<file path="config.mk">
export PLATFORM = sky130hd
export DESIGN_NAME = bfly_cmul_combine
export DESIGN_NICKNAME = d
export VERILOG_FILES = /design/src/rtl/bfly_cmul_combine.sv
export SDC_FILE = /design/constraint.sdc
export NUM_CORES = 1
export LEC_CHECK = 0
export CORE_UTILIZATION = 48
export CTS_CLUSTER_DIAMETER = 120
export DETAILED_ROUTE_END_ITERATION = 10
export HOLD_SLACK_MARGIN = 0.05
export PLACE_DENSITY = 0.79
export REMOVE_ABC_BUFFERS = 1
export SLEW_MARGIN = 10
export SYNTH_ARGS = -nofsm -noshare
export SYNTH_HDL_FRONTEND = slang
export SYNTH_SLANG_ARGS = --single-unit
</file>
<file path="constraint.sdc">
create_clock -name clk -period 3.2 [get_ports clk]
set_input_delay 0.64 -clock clk [delete_from_list [all_inputs] [get_ports clk]]
set_output_delay 0.64 -clock clk [all_outputs]
set_load 0.02 [all_outputs]
</file>
<file path="src/rtl/bfly_cmul_combine.sv">
// Radix-2 butterfly back end: partial products -> tw = B*W (>>> TW_FRAC), then A +/- tw,
// two-stage valid/ready pipeline with saturation and sticky ovf. Define BFLY_ROUND_EN for round-half-up tw.
module bfly_cmul_combine #(
    parameter int DW        = 24,
    parameter int PW        = 40,
    parameter int TW_FRAC   = 13,
    parameter int OUT_SHIFT = 1
) (
    input  logic                 clk,
    input  logic                 rst,
    input  logic                 en,
    input  logic                 in_valid,
    output logic                 in_ready,
    input  logic signed [DW-1:0] a_re,
    input  logic signed [DW-1:0] a_im,
    input  logic signed [PW-1:0] p_rr,
    input  logic signed [PW-1:0] p_ii,
    input  logic signed [PW-1:0] p_ri,
    input  logic signed [PW-1:0] p_ir,
    output logic                 out_valid,
    input  logic                 out_ready,
    output logic signed [DW-1:0] x0_re,
    output logic signed [DW-1:0] x0_im,
    output logic signed [DW-1:0] x1_re,
    output logic signed [DW-1:0] x1_im,
    output logic                 ovf,
    input  logic                 ovf_clr
);
    localparam int TW = PW + 1;
    localparam int SW = PW + 2;

    localparam logic signed [SW-1:0] TW_MAX = {{(SW-DW+1){1'b0}}, {(DW-1){1'b1}}};
    localparam logic signed [SW-1:0] TW_MIN = {{(SW-DW+1){1'b1}}, {(DW-1){1'b0}}};
    localparam logic signed [DW-1:0] D_MAX  = {1'b0, {(DW-1){1'b1}}};
    localparam logic signed [DW-1:0] D_MIN  = {1'b1, {(DW-1){1'b0}}};
`ifdef BFLY_ROUND_EN
    localparam logic signed [SW-1:0] RND_C  = SW'(1) << (TW_FRAC - 1);
`else
    localparam logic signed [SW-1:0] RND_C  = '0;
`endif

    logic                 adv;
    logic                 v1_q, v1_d;
    logic                 out_valid_q, out_valid_d;
    logic                 ovf_q, ovf_d;
    logic signed [DW-1:0] a_q  [2];
    logic signed [DW-1:0] a_d  [2];
    logic signed [TW-1:0] t_q  [2];
    logic signed [TW-1:0] t_d  [2];
    logic signed [DW-1:0] x0_q [2];
    logic signed [DW-1:0] x0_d [2];
    logic signed [DW-1:0] x1_q [2];
    logic signed [DW-1:0] x1_d [2];
    logic signed [DW-1:0] x0_n [2];
    logic signed [DW-1:0] x1_n [2];
    logic [1:0]           lane_sat;

    // Lane 0 is the real part, lane 1 the imaginary part.
    for (genvar gi = 0; gi < 2; gi++) begin : g_lane
        logic signed [SW-1:0] t_rnd, tw_full;
        logic signed [DW-1:0] tw, x0_l, x1_l;
        logic signed [DW:0]   s0, s1;
        logic                 tw_sat, s0_ov, s1_ov;

        always_comb begin
            t_rnd   = $signed({t_q[gi][TW-1], t_q[gi]}) + RND_C;
            tw_full = t_rnd >>> TW_FRAC;
            tw_sat  = (tw_full > TW_MAX) || (tw_full < TW_MIN);
            if (tw_full > TW_MAX)      tw = D_MAX;
            else if (tw_full < TW_MIN) tw = D_MIN;
            else                       tw = tw_full[DW-1:0];
            s0    = $signed({a_q[gi][DW-1], a_q[gi]}) + $signed({tw[DW-1], tw});
            s1    = $signed({a_q[gi][DW-1], a_q[gi]}) - $signed({tw[DW-1], tw});
            s0_ov = s0[DW] ^ s0[DW-1];
            s1_ov = s1[DW] ^ s1[DW-1];
            // Halving the DW+1 sum always fits in DW bits, so that path never saturates.
            if (OUT_SHIFT != 0) begin
                x0_l = s0[DW:1];
                x1_l = s1[DW:1];
            end else begin
                x0_l = s0_ov ? (s0[DW] ? D_MIN : D_MAX) : s0[DW-1:0];
                x1_l = s1_ov ? (s1[DW] ? D_MIN : D_MAX) : s1[DW-1:0];
            end
        end

        assign x0_n[gi]     = x0_l;
        assign x1_n[gi]     = x1_l;
        assign lane_sat[gi] = tw_sat | ((OUT_SHIFT == 0) && (s0_ov || s1_ov));
    end

    always_comb begin
        adv         = en & (~out_valid_q | out_ready);
        v1_d        = v1_q;
        out_valid_d = out_valid_q;
        a_d         = a_q;
        t_d         = t_q;
        x0_d        = x0_q;
        x1_d        = x1_q;
        if (adv) begin
            v1_d        = in_valid;
            a_d[0]      = a_re;
            a_d[1]      = a_im;
            t_d[0]      = $signed({p_rr[PW-1], p_rr}) - $signed({p_ii[PW-1], p_ii});
            t_d[1]      = $signed({p_ri[PW-1], p_ri}) + $signed({p_ir[PW-1], p_ir});
            out_valid_d = v1_q;
            // Bubbles leave the last emitted result on the outputs.
            if (v1_q) begin
                x0_d = x0_n;
                x1_d = x1_n;
            end
        end
        // A new saturation wins over a simultaneous clear.
        ovf_d = (adv & v1_q & (|lane_sat)) | (ovf_q & ~ovf_clr);
    end

    always_ff @(posedge clk) begin
        if (rst) begin
            v1_q        <= 1'b0;
            out_valid_q <= 1'b0;
            ovf_q       <= 1'b0;
            for (int i = 0; i < 2; i++) begin
                a_q[i]  <= '0;
                t_q[i]  <= '0;
                x0_q[i] <= '0;
                x1_q[i] <= '0;
            end
        end else begin
            v1_q        <= v1_d;
            out_valid_q <= out_valid_d;
            ovf_q       <= ovf_d;
            for (int i = 0; i < 2; i++) begin
                a_q[i]  <= a_d[i];
                t_q[i]  <= t_d[i];
                x0_q[i] <= x0_d[i];
                x1_q[i] <= x1_d[i];
            end
        end
    end

    assign in_ready  = adv;
    assign out_valid = out_valid_q;
    assign ovf       = ovf_q;
    assign x0_re     = x0_q[0];
    assign x0_im     = x0_q[1];
    assign x1_re     = x1_q[0];
    assign x1_im     = x1_q[1];

endmodule
</file>
Yosys cells after proc, flatten, opt, wreduce, memory -nomap -nowiden
Cells that the tools add are included.
Widths: inputs -> output; s select.
{"block": "classes", "n_addsub": 6, "order_cmp": 4, "muxes": 4, "n_bitwise": 8, "reduce_logical": 4}
{"operator": "$mux 24", "count": 4}
{"operator": "$gt 28x24->1 const B", "count": 2}
{"operator": "$lt 28x24->1 const B", "count": 2}
{"operator": "$add 24x24->25", "count": 2}
{"operator": "$sub 24x24->25", "count": 2}
{"operator": "$add 40x40->41", "count": 1}
{"operator": "$sub 40x40->41", "count": 1}
{"operator": "$and 1x1->1", "count": 4}
{"operator": "$logic_or 1x1->1", "count": 2}
{"operator": "$not 1->1", "count": 2}
{"operator": "$or 1x1->1", "count": 2}
{"operator": "$reduce_and 2->1", "count": 1}
{"operator": "$reduce_or 2->1", "count": 1}
{"block": "totals", "reg_bits": 229, "input_bits": 214, "out_inout_bits": 99, "elab_cells": 37}

Longest topological paths before layout
{"block": "logic_depth", "ltp_word": 6, "ltp_mapped": 16, "depth_no_buf": 15}

Worst setup path after synthesis
Ideal clock, no wire load.
{"block": "synth_path", "path_type": "reg2reg", "from": "reg t_q[77] (netlist bit)", "to": "reg x0_q (netlist bit x0_re[21])", "setup_ns": 0.062, "t_arrival_ns": 3.496, "required_ns": 3.138, "setup_slack_ns": -0.358, "stages_incl_launch_ff": 17, "path_buffers": 2, "period_less_slack_ns": 3.558, "path_cell_list": "dfxtp_1 > nor4_4 > nor2_1 > clkbuf_1 > a21o_1 > ha_1 > buf_6 > a21o_1 > a21o_1 > a21oi_2 > nor2_1 > or4b_1 > o221a_2 > a41oi_2 > a211oi_1 > or4_1 > nand3_1"}
{"block": "synth_via", "elab_chain_len": 4, "word_cells_on_any_way": 5, "cone_classes": "add/sub (1); order compare (2); mux (2)"}
{"item": "start, declared", "line": "48", "text": "logic signed [TW-1:0] t_q [2];"}
{"item": "start signal, assigned by index", "line": "133", "text": "t_q[i] <= t_d[i];"}
{"item": "$lt 28x24->1", "line": "70", "text": "else if (tw_full < TW_MIN) tw = D_MIN;"}
{"item": "$mux 24", "line": "70"}
{"item": "$mux 24 (*)", "line": "69", "text": "if (tw_full > TW_MAX) tw = D_MAX;"}
{"item": "$add 24x24->25 (*)", "line": "72", "text": "s0 = $signed({a_q[gi][DW-1], a_q[gi]}) + $signed({tw[DW-1], tw});"}
{"item": "end signal, assigned by index", "line": "134", "text": "x0_q[i] <= x0_d[i];"}
{"item": "end, declared", "line": "50", "text": "logic signed [DW-1:0] x0_q [2];"}
Mark *: on every way between the ends. The rest lies on a longest branch, timed or not.
A chain may end at the register's enable or synchronous reset.

Worst setup path after layout
Ends and elaborated chain as after synthesis.

==> results.yml <==
status:
  status: "complete, but fails checks"
  failing_checks: "negative setup slack"
grt:
  grt_remaining_overflow: 0
  via_count_of_the_first_global_routing_pass: 17200
  groute.usage.overall: 0.318
  grt_antenna_before_repair: 4
  grt_start_max_net_pins: 130
  first_pass_grt_wire_length_mm: 85.0
hold_path:
  min_path_type: "in2reg"
  worstHoldStart: "rst"
  hold-path-endpoint: "x0_re[2]"
  worstHoldPathCells: 2
power_and_ir_drop:
  pwr_density_cell_nw_per_um2: 493
  power.leakage_nw: 10.8
  irDropWorstVdd_mv: 0.378
  total_power_mw: 11.9
route:
  viasPerCell: 5.70
  residual_drc_count: 0
  routed_wire_length_per_instance_um: 18.7
  drt-total-wl_mm: 57.2
  routed-via-count: 17400
  drt-pass1-iter-count: 5
  first_iter_violations: 1164
  route.antenna.remaining_nets: 0
timing:
  hold_viol_final: 0
  final.setup.tns_ns: -11.40
  clock_period_minus_final_worst_setup_slack_ns: 3.71
  slew_viol_final: 0
  timing.final.setup_violations: 50
  worst_slew_pin_slew_ns: 0.705
  setup_slack_ns: -0.513
  slew-limit-headroom: 0.528
  grt_setup_unrepaired: "true"
  period_utilization_post_route: 1.16
  hold-worst-slack_ns: 0.403
  final_skew_ns: 0.0223
  fmax_ghz: 0.269
critical_path:
  data_arrival_time_of_the_critical_path_ns: 4.20
  worstSetupEndpointType: "flop"
  worstReg2RegStart: "t_q[77]"
  timing.critical_path.required_ns: 3.69
  ff2ff_path_depth: 16
  worst_r2r_endpoint: "x0_re[21]"
  path_class: "reg2reg"
  r2r_setup_slack_ns: -0.51
  crit_path_max_fanout: 7
  start_kind: "flop"
place:
  finalWeightedCongestion: 0.989
  buffer_ports.inserted: 312
  dp.final_hpwl_mm: 40.0
  place_ws_ns: -0.733
  placed_area_um2: 21100
  dp.cells: 2942
logic_synthesis:
  yosys.cell_types.count: 81
  syn_area_um2: 15400
  avgSynthCellArea_um2: 7.67
  yosys-top-cells-area: "sky130_fd_sc_hd__dfxtp_1, sky130_fd_sc_hd__ha_1, sky130_fd_sc_hd__a21oi_1, sky130_fd_sc_hd__nand2_1, sky130_fd_sc_hd__xnor2_1"
  synth.yosys.warnings: 0
  yosys.area.top_type_share: 0.264
  seq_area_frac_synth: 0.264
  postSynthCellCount: 2008
  yosysTopAreaCell: "sky130_fd_sc_hd__dfxtp_1"
  synthArstFlopShare: 0
  number_of_enable_type_register_cells_in_the_synthesized_netlist: 0
  yosys_most_used_dff: "sky130_fd_sc_hd__dfxtp_1"
  postSynthRegisterBits: 203
finish:
  final_net_count: 3035
  final-instance-count-excl-fill: 3051
  most-common-layout-cells: "sky130_fd_sc_hd__buf_4, sky130_fd_sc_hd__clkdlybuf4s50_1, sky130_fd_sc_hd__nand2_1"
  area_growth_syn_to_layout_pct: 57.5
  mostFrequentLayoutCell: "sky130_fd_sc_hd__buf_4"
  final_core_utilization: 0.768
  finalInstanceArea_um2: 24200
  drive_gt1_frac: 0.257
  nFillCells: 2160
floorplan:
  placeableCoreArea_um2: 31600
  die_width_um: 181
  die_height_um: 181
  die_area_um2: 32800
  io_pins: 313
  initial_core_util: 0.488
  floorplan.rows: 65
job:
  cap_violations: 0
clock_network:
  htreeDepth: 1
  clock_latency_ns: 0.55
  cts.sink_count: 203
  clk_pin_slew_worst_paths_ns: 0.06
  cts_tree: "built"
  cts_made_buffers: 25
  root_buffer: "sky130_fd_sc_hd__clkbuf_16"
  clock_tree.buffer_depth: 3
  hold_buffers: 0
-- layer usage --
layer,GRT usage,wire length (um),vias to the layer above,share of wire
li1,-,-,8305,-
met4,0.159,2400,0,0.042
met1,0.370,22900,8173,0.40
met5,0,0,-,0
met3,0.0526,3560,171,0.062
met2,0.564,28300,734,0.49
-- power breakdown --
part           switching, mW  internal, mW  leakage, nW
clock network           1.18          1.73        0.424
logic                   3.08          3.10         8.71
registers              0.155          2.71         1.67
total                   4.41          7.54         10.8
-- worst max-delay path: stages (launching register included) --
cell and delay, ns:
sky130_fd_sc_hd__dfxtp_4 0.36, sky130_fd_sc_hd__nor4_4 0.38, sky130_fd_sc_hd__nor2_4 0.07, sky130_fd_sc_hd__buf_12 0.14, sky130_fd_sc_hd__buf_12 0.13, sky130_fd_sc_hd__a21o_1 0.19, sky130_fd_sc_hd__ha_4 0.22, sky130_fd_sc_hd__a21o_1 0.20
sky130_fd_sc_hd__a21o_1 0.19, sky130_fd_sc_hd__a21oi_2 0.13, sky130_fd_sc_hd__nor2_1 0.07, sky130_fd_sc_hd__or4b_4 0.51, sky130_fd_sc_hd__o221a_4 0.24, sky130_fd_sc_hd__a41oi_2 0.18, sky130_fd_sc_hd__a211oi_2 0.12, sky130_fd_sc_hd__or4_1 0.41
sky130_fd_sc_hd__nand3_1 0.09
-- synthesized netlist by cell type (25+ instances only) --
master,instances
sky130_fd_sc_hd__a21o_1,87
sky130_fd_sc_hd__dfxtp_1,203
sky130_fd_sc_hd__a211oi_1,50
sky130_fd_sc_hd__nand2_1,270
sky130_fd_sc_hd__xor2_1,25
sky130_fd_sc_hd__nor3_1,37
sky130_fd_sc_hd__a21oi_1,229
sky130_fd_sc_hd__nor2_1,131
sky130_fd_sc_hd__inv_1,152
sky130_fd_sc_hd__nand3_1,48
sky130_fd_sc_hd__ha_1,190
sky130_fd_sc_hd__clkbuf_1,81
sky130_fd_sc_hd__xnor2_1,75
sky130_fd_sc_hd__o21ai_0,64
-- registers in the layout, indices dropped and copies added, names as in the netlist --
signal	count
x1_im	24
ovf	1
x1_re	24
x0_im	24
a_q	48
x0_re	24
v1_q	1
t_q	56
out_valid	1
-- layout make-up --
class | instances | area [um2] | area share
inverters | 154 | 587 | 0.0242
flip-flops and latches | 203 | 4080 | 0.168
clock buffers | 31 | 708 | 0.0292
diodes | 4 | 10.0 | 0.000413
repair buffers | 695 | 6250 | 0.258
clock inverters | 14 | 134 | 0.00552
well taps | 402 | 503 | 0.0207
multi-input cells | 1548 | 12000 | 0.494
-- repair_timing --
item / CTS / global route
setup endpoints to repair: 62 / 72
gates resized for setup: 146 / 190
gates cloned: 0 / 1
pin swaps: 69 / 130
buffers inserted: 30 / 42
-- cell families (layout without fill, tap and decap cells) --
family / after synthesis / in the layout / synth area share
AO/OA/AOI/OAI: 601 / 601 / 0.254
XOR/XNOR: 100 / 100 / 0.0569
adder cells (fa/ha/maj): 194 / 194 / 0.160
buffers and inverters: 257 / 894 / 0.0642
flip-flops: 203 / 203 / 0.264
multiplexers: 4 / 4 / 0.00268
other: 0 / 4 / 0
AND/OR/NAND/NOR: 649 / 649 / 0.199
-- how the worst max path moves through the flow --
stage                 to      start  cells after the start
5_1_grt        x0_re[19]    t_q[77]                     16
6_report       x0_re[21]    t_q[77]                     16
3_3_place_gp     t_q[39]   p_ri[16]                     13
4_1_cts        x0_re[21]    t_q[80]                     16
2_1_floorplan  x0_im[23]  out_ready                      6
3_5_place_dp     t_q[39]   p_ri[16]                     13
Power figures use the tool's default switching activity.
